`src/rtl/ac_pkg.sv`:
```
// ac_pkg: shared AC mode constants, fan_speed-to-duty table, ramp state encoding and compressor duty threshold
package ac_pkg;
    typedef enum logic [1:0] {AC_OFF, AC_AUTOMATIC, AC_FAST_COOL, AC_ECO} ac_mode_e;
    typedef enum logic [1:0] {ST_OFF, ST_RAMP_UP, ST_RUN, ST_RAMP_DOWN} ramp_state_e;
    localparam logic [7:0] DUTY_THRESH = 8'd64;
    localparam logic [7:0] DUTY_TABLE [8] = '{8'd0, 8'd64, 8'd128, 8'd192, 8'd255, 8'd255, 8'd255, 8'd255};
endpackage

```
`src/rtl/fan_driver_pwm_gen.sv`:
```
// pwm_gen: free-running 8-bit PWM with duty latched at counter wrap
// Ports: clk/reset (sync, active-high), duty in, registered fan_pwm out.
module pwm_gen (
    input  logic       clk,
    input  logic       reset,
    input  logic [7:0] duty,
    output logic       fan_pwm
);
    logic [7:0] cnt_q, cnt_d, latched_q, latched_d;
    logic       pwm_q, pwm_d;
    always_comb begin
        cnt_d     = cnt_q + 8'd1;
        latched_d = (cnt_q == 8'd255) ? duty : latched_q;
        // 255 would otherwise drop low for the single cnt==255 slot
        pwm_d     = (latched_q == 8'd255) || (cnt_q < latched_q);
    end
    always_ff @(posedge clk) begin
        if (reset) begin
            cnt_q     <= 8'd0;
            latched_q <= 8'd0;
            pwm_q     <= 1'b0;
        end else begin
            cnt_q     <= cnt_d;
            latched_q <= latched_d;
            pwm_q     <= pwm_d;
        end
    end
    assign fan_pwm = pwm_q;
endmodule

```
`src/rtl/fan_driver.sv`:
```
// fan_driver: ramped fan duty with PWM drive and anti-short-cycle compressor control
// Ports: clk/reset (sync, active-high); fan_speed, fan_heat (setpoint), coil_temp in;
//        fan_pwm, duty, compressor_on, ramping out (all registered).
module fan_driver
    import ac_pkg::*;
#(
    parameter int RAMP_DIV = 1024,
    parameter int MIN_OFF  = 4096
) (
    input  logic       clk,
    input  logic       reset,
    input  logic [2:0] fan_speed,
    input  logic [7:0] fan_heat,
    input  logic [6:0] coil_temp,
    output logic       fan_pwm,
    output logic [7:0] duty,
    output logic       compressor_on,
    output logic       ramping
);
    localparam int PW = (RAMP_DIV > 1) ? $clog2(RAMP_DIV) : 1;
    localparam int TW = (MIN_OFF > 1) ? $clog2(MIN_OFF) : 1;
    ramp_state_e   state_q, state_d;
    logic [PW-1:0] pre_q, pre_d;
    logic [TW-1:0] timer_q, timer_d;
    logic [7:0]    duty_q, duty_d, target;
    logic          comp_q, comp_d, ramp_q, ramp_d, tick, turn_on, turn_off;
    always_comb begin
        target   = DUTY_TABLE[fan_speed];
        tick     = (pre_q == PW'(RAMP_DIV - 1));
        pre_d    = tick ? '0 : pre_q + 1'b1;
        duty_d   = !tick ? duty_q : (duty_q < target) ? duty_q + 8'd1 : (duty_q > target) ? duty_q - 8'd1 : duty_q;
        // Decided on the post-step duty so state and ramping line up with duty on the same clock
        state_d  = (state_q == ST_OFF && target == 8'd0) ? ST_OFF :
                   (target > duty_d) ? ST_RAMP_UP :
                   (target < duty_d) ? ST_RAMP_DOWN :
                   (target == 8'd0) ? ST_OFF : ST_RUN;
        ramp_d   = (state_d == ST_RAMP_UP) || (state_d == ST_RAMP_DOWN);
        turn_on  = (fan_speed != 3'd0) && (fan_heat != 8'd0) && (duty_q >= DUTY_THRESH) &&
                   ({1'b0, coil_temp} > fan_heat) && (timer_q == '0);
        turn_off = (fan_speed == 3'd0) || (fan_heat == 8'd0) || (({1'b0, coil_temp} + 8'd1) <= fan_heat);
        comp_d   = comp_q ? !turn_off : turn_on;
        timer_d  = (comp_q && !comp_d) ? TW'(MIN_OFF - 1) : (timer_q != '0) ? timer_q - 1'b1 : timer_q;
    end
    always_ff @(posedge clk) begin
        if (reset) begin
            state_q <= ST_OFF;
            pre_q   <= '0;
            duty_q  <= 8'd0;
            timer_q <= '0;
            comp_q  <= 1'b0;
            ramp_q  <= 1'b0;
        end else begin
            state_q <= state_d;
            pre_q   <= pre_d;
            duty_q  <= duty_d;
            timer_q <= timer_d;
            comp_q  <= comp_d;
            ramp_q  <= ramp_d;
        end
    end
    pwm_gen u_pwm (
        .clk     (clk),
        .reset   (reset),
        .duty    (duty_q),
        .fan_pwm (fan_pwm)
    );
    assign duty          = duty_q;
    assign compressor_on = comp_q;
    assign ramping       = ramp_q;
endmodule

```
`config.mk`:
```
export PLATFORM = sky130hd
export DESIGN_NAME = fan_driver
export DESIGN_NICKNAME = d
export VERILOG_FILES = /design/src/rtl/ac_pkg.sv /design/src/rtl/fan_driver_pwm_gen.sv /design/src/rtl/fan_driver.sv
export SDC_FILE = /design/constraint.sdc
export NUM_CORES = 1
export LEC_CHECK = 0
export ABC_CLOCK_PERIOD_IN_PS = 3700
export BUFFER_PORTS_ARGS = -buffer_cell sky130_fd_sc_hd__buf_2
export CAP_MARGIN = 10
export CELL_PAD_IN_SITES_DETAIL_PLACEMENT = 2
export CELL_PAD_IN_SITES_GLOBAL_PLACEMENT = 2
export CORE_MARGIN = 4
export CORE_UTILIZATION = 36
export CTS_CLUSTER_SIZE = 40
export DETAILED_ROUTE_END_ITERATION = 12
export PLACE_DENSITY_LB_ADDON = 0.1
export SLEW_MARGIN = 20
export SYNTH_ARGS = -nofsm -noshare
export SYNTH_HDL_FRONTEND = slang
export SYNTH_SLANG_ARGS = --single-unit
```
`constraint.sdc`:
```
create_clock -name clk -period 3.7 [get_ports clk]
set_input_delay 0.185 -clock clk [delete_from_list [all_inputs] [get_ports clk]]
set_output_delay 0.185 -clock clk [all_outputs]
set_load 0.005 [all_outputs]
```
==> results list <==
- Yosys attributes the largest share of cell area to sky130_fd_sc_hd__dfxtp_1, sky130_fd_sc_hd__ha_1, sky130_fd_sc_hd__a21oi_1.
- Hold Slack: 0.3364 ns
* Part of the total power dissipated in the clock network: 0.284
- Fill cells in the final layout number 1021.
* Vias in the first global route: 3378
- Setup violations remaining at the end of the flow were counted as 0.
- Synthesis Warnings: 0
* Count of input and output buffers: 30
* Antenna violations before repair: 0
* Iter 0 DRT Violations: 49
- Final worst-path setup slack: 0.04147 ns
- Clock slew at reported path FFs: 0.10 ns
* Power density over the cells: 366.9 nW/um^2
- At the end of the flow, the number of nets in the layout was 505.
- Clock period minus worst slack: 3.659 ns
- Reported leakage power: 1.630 nW
- In the final routed layout, each cell accounts on average for 18.62 um.
- At the pin with the least slew margin, the transition time is 0.9364 ns.
- Remaining max-slew budget at the tightest pin: 0.3758
- STA classifies the critical path startpoint as a flop.
- Synth async-reset ratio: 0
- Static timing analysis puts the maximum clock frequency at 273.3 MHz.
- Across the run, the number of max-cap violations was 0.
* Seq cells post-synth: 50
- Final worst path period share: 0.9888
- Along the worst hold path, the cell count comes to 5.
- R2R Path End: state_q[1]
* Initial Util: 0.3741
- Count of hold buffers inserted by post-cts repair: 0
- After detailed routing, the number of vias per cell comes to 5.533.
* Beginning of the worst register-to-register path: duty[7]
- The total overflow left after global routing is 0.
* Fin. max-slew vios: 0
- Die boundary width: 103.7 um
- Net count of the mapped netlist: 456
- CTS root buffer: sky130_fd_sc_hd__clkbuf_8
* Sum of routed wire length over all layers: 10280 um
* Setup repair after global routing missed its margin: yes
- Most common library cells after synthesis: sky130_fd_sc_hd__dfxtp_1, sky130_fd_sc_hd__nor2_1, sky130_fd_sc_hd__ha_1
- Worst setup skew after layout: 0.009556 ns
* Pre-CTS setup slack: -0.1812 ns
* Flop-to-flop setup slack: 0.04 ns
* Internal power contribution: 0.9667 mW
- Run status: complete, no violations
- Share of power burned in combinational logic: 0.276
* Worst min-delay path category: in2reg
- The count of nets left with antenna violations once routing finished came out at 0.
- The H-tree was split into 2 levels.
- Share of final-layout standard cells stronger than drive strength 1: 0.1914
* Wire length of the first global-routing pass: 16660 um
* Placement row count: 34
- Final-report hold violation count: 0
- The area growth from synthesis to layout is 18.27%.
- Proportion of total power due to net switching: 0.3237
- In the routed design, unresolved DRC markers number 0.
- The later pin in the worst-skew pair is clocked with a latency of 0.32 ns.
* Crit path arrival time: 3.85 ns
- The path with the worst hold slack has its endpoint at compressor_on.
- The share of total power dissipated in sequential elements is 0.439.
* Crit. End Element: flop
* Antenna diode count: 0
- For this run, the detailed router's first-pass iteration total came to 3.
- For the worst flop-to-flop path, the logic depth is 16.
* Pin count of the biggest net entering global routing: 49
- Of the post-synthesis cell area, the dominant cell type holds 0.3038.
* Overall Global Routing Usage: 0.1872
- Net load switching power: 0.4628 mW
- Synthesis handed over a netlist of 394 instances.
* Peak VDD IR: 0.1894 mV
- Most used standard cell by instance count after synthesis: sky130_fd_sc_hd__dfxtp_1
- Prevailing post-synth register cell: sky130_fd_sc_hd__dfxtp_1
- Util after Layout: 0.4425
- Detailed Place HPWL: 7536 um
* Inserted Clock Buffers: 5
- Number of clock sinks: 50
- The worst setup path is of the reg2reg kind.
* Placer congestion estimate: 0.7914
- In this run the mean area of a mapped cell was 8.361 um^2.
- Largest buffer count on any clock path: 2
* Total design power: 1.429 mW
- WP data required: 3.89 ns
- The die covers 10750 um^2.
- EDFF count, synth: 0
* Sum of negative setup slack: 0 ns
* Core outline area: 8806 um^2
- The share of the Yosys chip area taken by registers is 0.3038.
- The routed layout has 3054 vias.
* Clock tree from TritonCTS: done
- Distinct cells, synth: 49
- Along the worst path, the maximum fanout reaches 3.
* IO Count: 31
- sky130_fd_sc_hd__dfxtp_1 takes more of the synthesized area than any other cell.
* Launch point of the worst hold path: fan_heat[6]
- Vert. Die Dim: 103.7 um
* Netlist Area Pre-Place: 3294 um^2
==> kinds of logic after synthesis <==
logic type	count (synthesis)	share of synthesized area
mux	16	0.04975
buf+inv	36	0.04406
compound gates	68	0.1242
flops	50	0.3038
fa+ha+maj	42	0.1595
xor+xnor	32	0.08735
simple gates	150	0.2313
==> through the flow <==
stage / instance area [um^2] / cells
3_3_place_gp: 3667 / 540
2_1_floorplan: 3294 / 394
4_1_cts: 3791 / 548
6_report: 3896 / 552
5_1_grt: 3896 / 552
3_5_place_dp: 3667 / 540
==> state kept, by name, indices dropped and copies added, names as in the netlist <==
signal and count:
u_pwm.cnt_q 8, duty 8, state_q 2, pre_q 10
u_pwm.fan_pwm 1, u_pwm.latched_q 8, compressor_on 1, timer_q 12
==> worst max-delay path by stage <==
stage | from | cells past startpoint | slack (ns) | end
floorplan | fan_speed[2] | 17 | 0.31 | state_q[0]
global placement | fan_speed[2] | 17 | 0.01 | state_q[0]
detailed placement | fan_speed[2] | 17 | -0.18 | state_q[0]
CTS | duty[7] | 15 | 0.01 | state_q[1]
global route | duty[7] | 16 | -0.18 | state_q[0]
finish | duty[7] | 16 | 0.04 | state_q[1]
==> power groups by stage <==
stage               clock (mW)  sequential (mW)  combinational (mW)
floorplan                    0            0.631               0.295
global placement             0            0.638               0.367
detailed placement           0            0.642               0.391
CTS                      0.424            0.629               0.398
global route             0.446            0.636               0.450
finish                   0.406            0.628               0.395
==> cell usage in the layout, fill, tap and decap left out, drive strengths merged, types with 2 or more instances in the layout <==
| cell | netlist | layout |
|---|---|---|
| a21o | 3 | 3 |
| clkbuf | 7 | 5 |
| mux2i | 16 | 16 |
| a211o | 2 | 3 |
| nor2b | 6 | 6 |
| or3 | 5 | 5 |
| nor3 | 16 | 16 |
| o211ai | 2 | 2 |
| and2 | 2 | 2 |
| or4b | 2 | 2 |
| nand2 | 23 | 23 |
| nor4 | 5 | 5 |
| or2 | 3 | 3 |
| xnor2 | 16 | 16 |
| buf | 3 | 51 |
| and3 | 5 | 5 |
| ha | 42 | 42 |
| nand2b | 5 | 5 |
| a21oi | 35 | 35 |
| o21ai | 16 | 16 |
| dfxtp | 50 | 50 |
| o22ai | 2 | 2 |
| xor2 | 16 | 16 |
| nor2 | 45 | 45 |
| nor3b | 2 | 2 |
| nand4 | 8 | 8 |
| nand3 | 18 | 18 |
| clkinvlp | 0 | 2 |
| inv | 26 | 26 |
==> repair_timing <==
item | in CTS | in global routing
gates cloned | 0 | 1
gates resized for setup | 2 | 17
setup buffers | 0 | 3
setup endpoints to repair | 2 | 2
pin swaps | 1 | 12
==> final cells by class <==
| cell class | count | area [um^2] | area share |
|---|---|---|---|
| flip-flops and latches | 50 | 1003 | 0.2575 |
| well taps | 108 | 135.1 | 0.03468 |
| clock inverters | 3 | 45.04 | 0.01156 |
| multi-input cells | 309 | 2238 | 0.5745 |
| inverters | 26 | 97.59 | 0.02505 |
| repair buffers | 51 | 307.8 | 0.07900 |
| clock buffers | 5 | 68.82 | 0.01766 |
==> layer usage <==
layer | GRT usage | up-vias | routed length, um
met5 | 0 | - | 0
met4 | 0.05508 | 0 | 222
met3 | 0.03296 | 21 | 280
met2 | 0.3463 | 42 | 5330
met1 | 0.2199 | 1511 | 4443
li1 | - | 1480 | -
==> critical path: stages, from the launching register on <==
cell	delay (ns)
sky130_fd_sc_hd__dfxtp_2	0.35
sky130_fd_sc_hd__ha_4	0.28
sky130_fd_sc_hd__or4b_4	0.52
sky130_fd_sc_hd__a2111oi_4	0.34
sky130_fd_sc_hd__buf_4	0.19
sky130_fd_sc_hd__and2b_2	0.21
sky130_fd_sc_hd__mux2i_1	0.15
sky130_fd_sc_hd__nor2_1	0.07
sky130_fd_sc_hd__xnor2_1	0.17
sky130_fd_sc_hd__ha_1	0.33
sky130_fd_sc_hd__o211ai_1	0.12
sky130_fd_sc_hd__a21oi_2	0.21
sky130_fd_sc_hd__a21oi_1	0.07
sky130_fd_sc_hd__nor2_1	0.14
sky130_fd_sc_hd__nor2_1	0.07
sky130_fd_sc_hd__mux2i_1	0.21
sky130_fd_sc_hd__o2bb2ai_1	0.10
Note: power is estimated with default switching activity, not from simulation.
